==> src/rtl/seg_scan_ctrl.sv <==
// seg_scan_ctrl: 4-digit multiplexed 7-segment scan controller.
// Each digit gets a dead-time window with all anodes off, then an ON window.
// New display data is double-buffered through a shadow register. It becomes
// visible only at the frame wrap (digit 3 -> digit 0), so a frame never shows
// a mix of old and new digits. Optional leading-zero blanking is supported.
// All outputs are registered from the current FSM state. Every output therefore
// trails the internal state by one cycle. The window lengths and the frame
// period are unchanged by this lag.
module seg_scan_ctrl #(
    parameter int ON_CYC   = 50000,
    parameter int DEAD_CYC = 16
) (
    input  logic        clk,
    input  logic        rst_n,
    input  logic [15:0] value,
    input  logic        load,
    input  logic        lzb,
    output logic        ack,
    output logic [3:0]  bin,
    output logic [1:0]  select,
    output logic [3:0]  an
);

    localparam int MAXC = (ON_CYC > DEAD_CYC) ? ON_CYC : DEAD_CYC;
    localparam int CW   = (MAXC > 1) ? $clog2(MAXC) : 1;
    localparam logic [CW-1:0] ON_LAST   = CW'(ON_CYC - 1);
    localparam logic [CW-1:0] DEAD_LAST = CW'(DEAD_CYC - 1);

    typedef enum logic {DEAD, ON} state_t;

    state_t          state, state_nx;
    logic [1:0]      dig, dig_nx;
    logic [CW-1:0]   cnt, cnt_nx;
    logic            wrap;

    logic [15:0]     shadow;
    logic [3:0][3:0] disp;
    logic            pending;
    logic            commit;

    logic [3:0]      hi_zero;
    logic [3:0]      lit;
    logic [3:0]      an_nx;

    // Scan FSM state, digit index and cycle counter
    always_ff @(posedge clk or negedge rst_n) begin
        if (!rst_n) begin
            state <= DEAD;
            dig   <= 2'd0;
            cnt   <= '0;
        end else begin
            state <= state_nx;
            dig   <= dig_nx;
            cnt   <= cnt_nx;
        end
    end

    // Next-state logic: DEAD_CYC cycles dark, then ON_CYC cycles lit, then the next digit
    always_comb begin
        state_nx = state;
        dig_nx   = dig;
        cnt_nx   = cnt + CW'(1);
        wrap     = 1'b0;
        case (state)
            DEAD: begin
                if (cnt == DEAD_LAST) begin
                    state_nx = ON;
                    cnt_nx   = '0;
                end
            end
            ON: begin
                if (cnt == ON_LAST) begin
                    state_nx = DEAD;
                    cnt_nx   = '0;
                    dig_nx   = dig + 2'd1;
                    wrap     = (dig == 2'd3);
                end
            end
            default: begin
                state_nx = DEAD;
                cnt_nx   = '0;
            end
        endcase
    end

    assign commit = wrap & pending;

    // Double buffer: load captures into shadow, and the frame wrap publishes it.
    // A load in the same cycle as a commit keeps pending set. The commit takes the
    // old shadow, and the newly captured value waits for the next wrap.
    always_ff @(posedge clk or negedge rst_n) begin
        if (!rst_n) begin
            shadow  <= 16'h0000;
            disp    <= '0;
            pending <= 1'b0;
        end else begin
            if (commit) begin
                disp    <= shadow;
                pending <= 1'b0;
            end
            if (load) begin
                shadow  <= value;
                pending <= 1'b1;
            end
        end
    end

    // Per-digit anode decode with leading-zero blanking. Digit k is blanked when
    // it and every more significant nibble are zero. Digit 0 always lights.
    for (genvar k = 0; k < 4; k++) begin : g_dig
        assign hi_zero[k] = (disp[3:k] == '0);
        assign lit[k]     = (state == ON) && (dig == 2'(k)) &&
                            !(lzb && (k != 0) && hi_zero[k]);
    end

    assign an_nx = ~lit;

    // Registered outputs
    always_ff @(posedge clk or negedge rst_n) begin
        if (!rst_n) begin
            an     <= 4'b1111;
            select <= 2'd0;
            bin    <= 4'h0;
            ack    <= 1'b0;
        end else begin
            an     <= an_nx;
            select <= dig;
            bin    <= disp[dig];
            ack    <= commit;
        end
    end

endmodule
==> config.mk <==
export PLATFORM = sky130hd
export DESIGN_NAME = seg_scan_ctrl
export DESIGN_NICKNAME = d
export VERILOG_FILES = /design/src/rtl/seg_scan_ctrl.sv
export SDC_FILE = /design/constraint.sdc
export NUM_CORES = 1
export LEC_CHECK = 0
export CORE_MARGIN = 2
export CORE_UTILIZATION = 27
export CTS_BUF_LIST = sky130_fd_sc_hd__clkbuf_4
export DETAILED_ROUTE_END_ITERATION = 12
export PLACE_DENSITY = 0.53
export SKIP_LAST_GASP = 1
export SLEW_MARGIN = 20
export SYNTH_ARGS = -nofsm -noshare
export SYNTH_HDL_FRONTEND = slang
export SYNTH_SLANG_ARGS = --single-unit
==> constraint.sdc <==
create_clock -name clk -period 4.37 [get_ports clk]
set_input_delay 1.311 -clock clk [delete_from_list [all_inputs] [get_ports clk]]
set_output_delay 1.311 -clock clk [all_outputs]
set_load 0.005 [all_outputs]
==> results of run 1 <==
==> registers in the layout, summed over array words and instances (netlist names) <==
signal / cells
ack: 1
bin: 4
select: 2
an: 4
shadow: 16
pending: 1
dig: 2
state: 1
disp: 16
cnt: 16
==> cell families (layout without fill, tap and decap cells) <==
family,count (synthesis),in the layout,share of synthesized area
AO/OA/AOI/OAI,7,7,0.0151
XOR/XNOR,14,14,0.0463
adder cells (fa/ha/maj),5,5,0.0236
buffers and inverters,10,50,0.0189
flip-flops,63,63,0.597
multiplexers,37,37,0.187
AND/OR/NAND/NOR,51,51,0.112
==> per-layer routing <==
layer / GRT usage / part of all wire / vias to the layer above
li1: - / - / 738
met1: 0.137 / 0.50 / 789
met2: 0.141 / 0.44 / 27
met3: 0.0305 / 0.040 / 9
met4: 0.0698 / 0.027 / 0
met5: 0 / 0 / -
==> final timing paths <==
path                            depth (start not counted)  slack (ps)         end  startpoint
worst max-delay path                                    1        1630       an[3]       an[3]
worst min-delay path                                    1         500      cnt[0]      cnt[0]
worst max register to register                          5        1970     disp[8]      cnt[0]
worst min register to register                          1         500      cnt[0]      cnt[0]
max in group asynchronous                               2        2590       an[1]       rst_n
min in group asynchronous                               1         860  shadow[13]       rst_n
==> metrics by stage <==
stage	instance area, um2	hold WS, ps	util	setup slack (ps)	power [mW]
after detailed placement	3080	486	0.319	1490	0.668
after floorplan	2650	404	-	1930	0.632
final	3240	501	0.336	1630	1.11
after global routing	3240	525	0.336	1540	1.16
after global placement	3080	477	0.319	1500	0.666
after CTS	3240	502	0.336	1590	1.12
==> cell usage after synthesis (4+ instances only) <==
master	count	area share
and3_1	6	0.014
clkbuf_1	5	0.0071
dfrtp_1	59	0.56
dfstp_2	4	0.040
ha_1	5	0.024
mux2_2	24	0.10
mux2_4	9	0.051
mux4_2	4	0.034
nand2_1	5	0.0071
nand3_1	8	0.015
nand4_1	5	0.012
nor2_1	11	0.016
nor4_1	4	0.0094
xnor2_1	7	0.023
xor2_1	7	0.023
==> cell type report <==
cell class / instances / area share
clock buffers: 9 / 0.0208
clock inverters: 7 / 0.0293
inverters: 3 / 0.00347
multi-input cells: 114 / 0.314
flip-flops and latches: 63 / 0.488
well taps: 133 / 0.0513
repair buffers: 31 / 0.0934
==> power by group through the flow <==
stage	Combinational, mW	Clock (mW)	Sequential, mW
CTS	0.0501	0.468	0.606
global route	0.0540	0.496	0.608
detailed placement	0.0501	0	0.617
finish	0.0483	0.456	0.606
floorplan	0.0187	0	0.614
global placement	0.0491	0	0.617
==> cells in the final DEF (no fill, tap or decap) <==
| cell type | synthesis | routed |
|---|---|---|
| clkinv_4 | 0 | 1 |
| and4_1 | 3 | 3 |
| a21oi_1 | 2 | 2 |
| mux4_2 | 4 | 4 |
| ha_1 | 5 | 5 |
| nand3_1 | 8 | 8 |
| inv_6 | 0 | 1 |
| nor2_1 | 11 | 11 |
| clkinvlp_4 | 0 | 1 |
| dfstp_2 | 4 | 4 |
| a21o_1 | 1 | 1 |
| nor2b_1 | 2 | 2 |
| and3_1 | 6 | 6 |
| o21ai_0 | 3 | 3 |
| mux2_4 | 9 | 9 |
| or4_1 | 1 | 1 |
| o211ai_1 | 1 | 1 |
| nand2_1 | 5 | 5 |
| nand4_1 | 5 | 5 |
| nor4_1 | 4 | 4 |
| nor3_4 | 1 | 1 |
| nor3_1 | 1 | 1 |
| mux2_2 | 24 | 24 |
| dfrtp_1 | 59 | 59 |
| inv_1 | 3 | 3 |
| clkbuf_4 | 0 | 9 |
| xnor2_1 | 7 | 7 |
| clkinv_2 | 0 | 2 |
| or3_1 | 2 | 2 |
| buf_4 | 0 | 1 |
| xor2_1 | 7 | 7 |
| nand3_2 | 1 | 1 |
| bufinv_16 | 0 | 2 |
| clkdlybuf4s50_1 | 0 | 29 |
| buf_2 | 1 | 1 |
| nor4_2 | 1 | 1 |
==> results.tsv, run 1 <==
stage	metric	value	unit
critical_path	critical path, cell by cell	clkdlybuf4s50_1	
status	status	finished, final reports clean	
critical_path	CP peak stage delay	530	ps
clocking	CTS root buffer	clkbuf_4	
sta	RSZ-0062 raised after global routing	no	
critical_path	Required @ worst endpoint	3060	ps
layout	FILL cells	990	
drt	Detailed Route WL	4780	um
synthesis	asr flop ratio synth	1.00	
sta	FMAX	365	MHz
global_routing	vias in the first global route	1562	
floorplan	IO Pins	31	
power	switch share	0.226	
sta	worst rel slew slack	0.356	
place	dpl cells	344	
drt	First-pass DRT Iterations	4	
place	Port Buf Inserts	30	
layout	area of the multi-input gates	0.00102	mm2
critical_path	CP top delay family	flip-flops	
clocking	number of buffers created by CTS	9	
sta	final setup fails	0	
layout	Ant. Diodes	0	
power	clock share of power	0.411	
clocking	cells resized by post-CTS repair	0	
synthesis	synth warn	0	
drt	DR WL/cell	13.3	um
global_routing	total grt overflow	0	
clocking	clock latency on the worst-skew pair	420	ps
floorplan	FP Rows	36	
clocking	Reg clk slew, reported paths	110	ps
critical_path	critical path class	flip-flop to output pin	
global_routing	GRT Util Overall	0.102	
synthesis	Mean Syn Cell Area	14.2	um2
place	global placement routability congestion	0.712	
power	Leak Pwr	1.44	nW
drt	final antenna-violating net count	0	
global_routing	initial antenna violation count	0	
sta	endpoints failing hold	0	
synthesis	Seq/Total Area, Yosys	0.597	
floorplan	die area	0.0106	mm2
synthesis	synthesized instance count	187	
power	Int Power	0.859	mW
sta	Clock Skew	21.0	ps
power	Pwr Density	342	mW/mm2
layout	NumNets Final	247	
clocking	Hold-fix buffers, CTS	0	
clocking	# Post-CTS Setup Buffers	0	
global_routing	first-pass GRT wire length	8030	um
clocking	htree depth	3	
sta	fin crit period	2740	ps
global_routing	largest net degree at the start of global routing	42	
clocking	clock buffer depth	2	
drt	DR vias	1563	
critical_path	CP Launch Type	flip-flop	
synthesis	flops & latches, synth	63	
synthesis	post-synthesis net count	212	
critical_path	crit path buf inv count	1	
layout	area delta synth->final	22.4	%
critical_path	CP endpoint kind	output pin	
floorplan	Die Width	103	um
clocking	Sinks on Clock Net	63	
power	sequential share of power	0.546	
sta	final period utilization	0.628	
drt	DRC	0	
flow_run	Max-Cap Viols	0	
power	Gate power share	0.043	
synthesis	Top FF cell, synth	dfrtp_1	
sta	Worst Tran Pin Value	962	ps
floorplan	core area	0.00964	mm2
synthesis	cell area after synthesis	0.00265	mm2
layout	Reg area	0.00158	mm2
place	detailed-placement wirelength estimate	3340	um
floorplan	Initial Util	0.275	
clocking	CTS tree	yes	
power	NetSw	0.251	mW
layout	share of layout cells above drive strength 1	0.273	
drt	via-per-instance ratio	4.34	
synthesis	number of distinct library cells after synthesis	30	
sta	setup tns final	0	ps
floorplan	Die Y	103	um
power	maximum vdd ir drop	0.000146	V
synthesis	number of synthesized flops with an enable pin	0	
sta	Final Slew Violations	0	
critical_path	CP Max Fanout	1	
critical_path	CP max stage cell	dfstp_2	
layout	final std cells w/o fill	360	
critical_path	critical path arrival	1430	ps
drt	drt initial violations	63	
worst_hold_path	Worst Hold Class	flip-flop to flip-flop	
Note: power is estimated with default switching activity, not from simulation.
==> inputs of run 2 (changes only) <==
PLACE_DENSITY = 0.55   (was 0.53)
clock period = 2.2 ns   (was 4.37 ns; I/O delays follow)
==> results.tsv, run 2 (synthesis gave the netlist of run 1 again) <==
stage	metric	value	unit
drt	met3 WL post-DR	122	um
critical_path	Required @ worst endpoint	1540	ps
critical_path	CP Launch Type	flip-flop	
floorplan	Die Y	103	um
critical_path	Critical R2R Launch	cnt[0]	
power	maximum vdd ir drop	0.000210	V
sta	final setup fails	0	
worst_hold_path	Worst Hold Class	primary input to async pin	
critical_path	critical path, cell by cell	clkdlybuf4s50_1	
status	status	finished, final reports clean	
place	DP Area	0.00314	mm2
drt	DR vias	1565	
clocking	clock buffer depth	2	
floorplan	Die Width	103	um
power	Gate power share	0.048	
floorplan	FP Rows	36	
power	Leak Pwr	1.46	nW
power	total power	2.07	mW
sta	worst setup margin	135	ps
critical_path	CP endpoint kind	output pin	
critical_path	crit path buf inv count	1	
global_routing	total grt overflow	0	
layout	area delta synth->final	23.8	%
global_routing	initial antenna violation count	0	
power	switch share	0.215	
critical_path	CP max stage cell	dfstp_2	
sta	Worst Tran Pin Value	441	ps
clocking	htree depth	3	
sta	Clock Skew	17.2	ps
global_routing	largest net degree at the start of global routing	47	
layout	Ant. Diodes	0	
layout	biggest regs	cnt (16), disp (16), shadow (16)	
drt	Met1 Wirelength	2320	um
flow_run	Max-Cap Viols	0	
clocking	CTS root buffer	clkbuf_4	
drt	DRC	0	
sta	endpoints failing hold	0	
layout	share of layout cells above drive strength 1	0.284	
power	clock share of power	0.372	
critical_path	reg-to-reg setup timing slack	280	ps
drt	Detailed Route WL	4660	um
layout	finished layout cell area	0.00328	mm2
power	Int Power	1.63	mW
power	Pwr Density	632	mW/mm2
clocking	number of buffers created by CTS	9	
floorplan	Initial Util	0.275	
power	NetSw	0.446	mW
critical_path	critical path arrival	1410	ps
sta	setup tns final	0	ps
sta	FMAX	484	MHz
sta	worst rel slew slack	0.706	
power	sequential share of power	0.580	
critical_path	R2R Path End	disp[10]	
drt	First-pass DRT Iterations	4	
global_routing	vias in the first global route	1677	
place	Post-Place Worst Slack	286	ps
clocking	clock latency on the worst-skew pair	390	ps
place	global placement routability congestion	0.746	
clocking	Sinks on Clock Net	63	
drt	final antenna-violating net count	0	
floorplan	die area	0.0106	mm2
drt	via-per-instance ratio	4.29	
global_routing	GRT Util Overall	0.106	
clocking	# Post-CTS Setup Buffers	0	
floorplan	IO Pins	31	
layout	commonest non-fill, non-tap cell in the layout	dfrtp_1	
critical_path	Worst R2R Path Depth	6	
drt	uppermost routed layer	met4	
critical_path	CP peak stage delay	530	ps
sta	fin crit period	2070	ps
global_routing	first-pass GRT wire length	8250	um
sta	RSZ-0062 raised after global routing	no	
clocking	Hold-fix buffers, CTS	0	
drt	WL met2	2140	um
critical_path	CP top delay family	flip-flops	
critical_path	CP Max Fanout	1	
drt	DR WL/cell	12.8	um
clocking	cells resized by post-CTS repair	0	
drt	drt initial violations	67	
critical_path	critical path class	flip-flop to output pin	
sta	final period utilization	0.939	
sta	Final Slew Violations	0	
place	Port Buf Inserts	30	
clocking	Reg clk slew, reported paths	100	ps
place	detailed-placement wirelength estimate	3300	um
layout	NumNets Final	252	
layout	most frequent cells in the layout	59 x dfrtp_1, 29 x clkdlybuf4s50_1, 24 x mux2_2	
clocking	CTS tree	yes	
floorplan	core area	0.00964	mm2
## run 2: final cells by class
| cell class | count | area [um2] |
|---|---|---|
| clock buffer | 12 | 90.1 |
| clock inverter | 4 | 46.3 |
| tap | 133 | 166 |
| multi-input combinational | 114 | 1020 |
| timing repair buffer | 36 | 365 |
| inverter | 3 | 11.3 |
| sequential | 63 | 1580 |
| fill | 980 | 6360 |
## run 2: layer usage
layer | GRT usage | up-vias
met1 | 0.145 | 781
met5 | 0 | -
met2 | 0.151 | 25
met3 | 0.0285 | 6
li1 | - | 753
met4 | 0.0577 | 0
## run 2: stage by stage
stage | hold slack (ps) | instances | util
finish | 190 | 365 | 0.340
global route | 187 | 365 | 0.340
CTS | 172 | 365 | 0.340
detailed placement | 464 | 349 | 0.326
global placement | 468 | 349 | 0.326
floorplan | 364 | 187 | -
## run 2: worst max-delay path by stage
stage / from / endpoint / slack, ps / cells after the start
2_1_floorplan: cnt[0] / disp[0] / 320 / 6
3_3_place_gp: cnt[0] / disp[4] / 280 / 6
3_5_place_dp: cnt[0] / disp[10] / 290 / 6
4_1_cts: an[1] / an[1] / 90 / 1
5_1_grt: an[3] / an[3] / 40 / 1
6_report: an[1] / an[1] / 130 / 1
## run 2: power by group through the flow
stage | logic (mW) | clock network (mW) | registers (mW)
after detailed placement | 0.104 | 0 | 1.23
after CTS | 0.104 | 0.805 | 1.20
after global placement | 0.101 | 0 | 1.23
final | 0.0999 | 0.771 | 1.20
after global routing | 0.112 | 0.854 | 1.21
after floorplan | 0.0370 | 0 | 1.22
==> inputs of run 3 (changes only) <==
CORE_MARGIN = 8   (was 2)
==> results.tsv, run 3 (synthesis gave the netlist of run 1 again) <==
stage	metric	value	unit
status	status	finished, final reports clean	
power	switch share	0.238	
critical_path	reg-to-reg setup timing slack	270	ps
critical_path	Critical R2R Launch	cnt[0]	
critical_path	critical path class	flip-flop to output pin	
global_routing	GRT Util Overall	0.0818	
global_routing	first-pass GRT wire length	8380	um
critical_path	CP Launch Type	flip-flop	
clocking	CTS tree	yes	
power	Pwr Density	592	mW/mm2
clocking	Reg clk slew, reported paths	110	ps
global_routing	largest net degree at the start of global routing	46	
sta	FMAX	485	MHz
sta	endpoints failing hold	0	
power	sequential share of power	0.625	
place	Port Buf Inserts	30	
layout	area delta synth->final	22.6	%
drt	WL met2	1980	um
clocking	# Post-CTS Setup Buffers	0	
sta	RSZ-0062 raised after global routing	no	
critical_path	CP max stage cell	dfstp_2	
sta	worst rel slew slack	0.705	
global_routing	initial antenna violation count	0	
floorplan	Die Y	115	um
drt	drt initial violations	46	
layout	final std cells w/o fill	364	
clocking	number of buffers created by CTS	9	
power	Gate power share	0.052	
sta	Final Slew Violations	0	
layout	share of layout cells above drive strength 1	0.277	
critical_path	Required @ worst endpoint	1540	ps
drt	via-per-instance ratio	4.33	
clocking	htree depth	3	
layout	Final Util	0.337	
power	Int Power	1.47	mW
power	clock share of power	0.323	
critical_path	CP peak stage delay	530	ps
floorplan	IO Pins	31	
sta	Worst Tran Pin Value	442	ps
power	maximum vdd ir drop	0.000193	V
layout	most frequent cells in the layout	59 x dfrtp_1, 29 x clkdlybuf4s50_1, 24 x mux2_2	
layout	commonest non-fill, non-tap cell in the layout	dfrtp_1	
clocking	clock buffer depth	2	
sta	fin crit period	2060	ps
drt	Detailed Route WL	4750	um
layout	Ant. Diodes	0	
place	DP Area	0.00314	mm2
clocking	CTS root buffer	clkbuf_4	
floorplan	core area	0.00964	mm2
layout	biggest regs	cnt (16), disp (16), shadow (16)	
flow_run	Max-Cap Viols	0	
sta	final setup fails	0	
global_routing	vias in the first global route	1637	
place	detailed-placement wirelength estimate	3470	um
floorplan	Initial Util	0.275	
critical_path	Worst R2R Path Depth	6	
power	Leak Pwr	1.44	nW
worst_hold_path	Worst Hold Class	primary input to async pin	
clocking	Hold-fix buffers, CTS	0	
layout	finished layout cell area	0.00325	mm2
floorplan	Die Width	115	um
drt	Met1 Wirelength	2420	um
critical_path	CP top delay family	flip-flops	
floorplan	FP Rows	36	
sta	final period utilization	0.937	
drt	met3 WL post-DR	225	um
clocking	Sinks on Clock Net	63	
place	dpl cells	349	
drt	DR vias	1576	
clocking	clock latency on the worst-skew pair	390	ps
drt	DR WL/cell	13.0	um
power	NetSw	0.458	mW
critical_path	critical path arrival	1400	ps
layout	NumNets Final	252	
critical_path	R2R Path End	disp[9]	
sta	Clock Skew	13.8	ps
sta	setup tns final	0	ps
critical_path	crit path buf inv count	1	
drt	final antenna-violating net count	0	
global_routing	total grt overflow	0	
drt	uppermost routed layer	met4	
layout	FILL cells	967	
drt	DRC	0	
critical_path	CP Max Fanout	1	
critical_path	critical path, cell by cell	clkdlybuf4s50_1	
place	global placement routability congestion	0.720	
critical_path	CP endpoint kind	output pin	
floorplan	die area	0.0132	mm2
clocking	cells resized by post-CTS repair	0	
drt	First-pass DRT Iterations	4	
[run 3: changes by cell type in the layout (fill, tap and decap cells not counted)]
cell,change
clkinv_2,-1
clkinv_1,+1
clkinvlp_4,+2
clkinv_4,+1
bufinv_16,-1
clkbuf_4,-3
[run 3: worst max path at each step]
stage          endpoint  cells after the start  slack [ps]    from
2_1_floorplan   disp[0]                      6         320  cnt[0]
3_3_place_gp    disp[4]                      6         290  cnt[0]
3_5_place_dp   disp[10]                      6         270  cnt[0]
4_1_cts           an[0]                      1          90   an[0]
5_1_grt           an[0]                      1          70   an[0]
6_report          an[0]                      1         140   an[0]
[run 3: layout make-up]
type | count | area, um2 | area share
Clock buffer | 9 | 67.6 | 0.0208
Clock inverter | 6 | 38.8 | 0.0119
Inverter | 3 | 11.3 | 0.00347
Multi-Input combinational cell | 114 | 1020 | 0.313
Sequential cell | 63 | 1580 | 0.487
Tap cell | 133 | 166 | 0.0512
Timing Repair Buffer | 36 | 365 | 0.112
[run 3: power by group through the flow]
stage               registers, mW  clock network, mW  logic [mW]
floorplan                    1.22                  0      0.0370
finish                       1.20              0.622       0.100
detailed placement           1.23                  0       0.104
global placement             1.23                  0       0.102
global route                 1.21              0.710       0.112
CTS                          1.20              0.658       0.104
[run 3: per-stage QoR]
stage	hold WS (ps)	total power, mW	setup WS [ps]
3_3_place_gp	467	1.33	286
5_1_grt	196	2.03	68.7
6_report	196	1.92	138
2_1_floorplan	364	1.26	323
4_1_cts	173	1.97	89.4
3_5_place_dp	474	1.33	272
[run 3: worst reg2reg max path: cells and delay by family, from the launching register on]
| kind | cells | cell delay, ps |
|---|---|---|
| flip-flops | 1 | 390 |
| buffers and inverters | 1 | 200 |
| adder cells (fa/ha/maj) | 1 | 240 |
| AND/OR/NAND/NOR | 3 | 650 |
| multiplexers | 1 | 350 |
[run 3: layer usage]
metal	GRT usage	up-vias
met5	0	-
met4	0.0578	0
met3	0.0173	11
met2	0.108	32
met1	0.115	786
li1	-	747
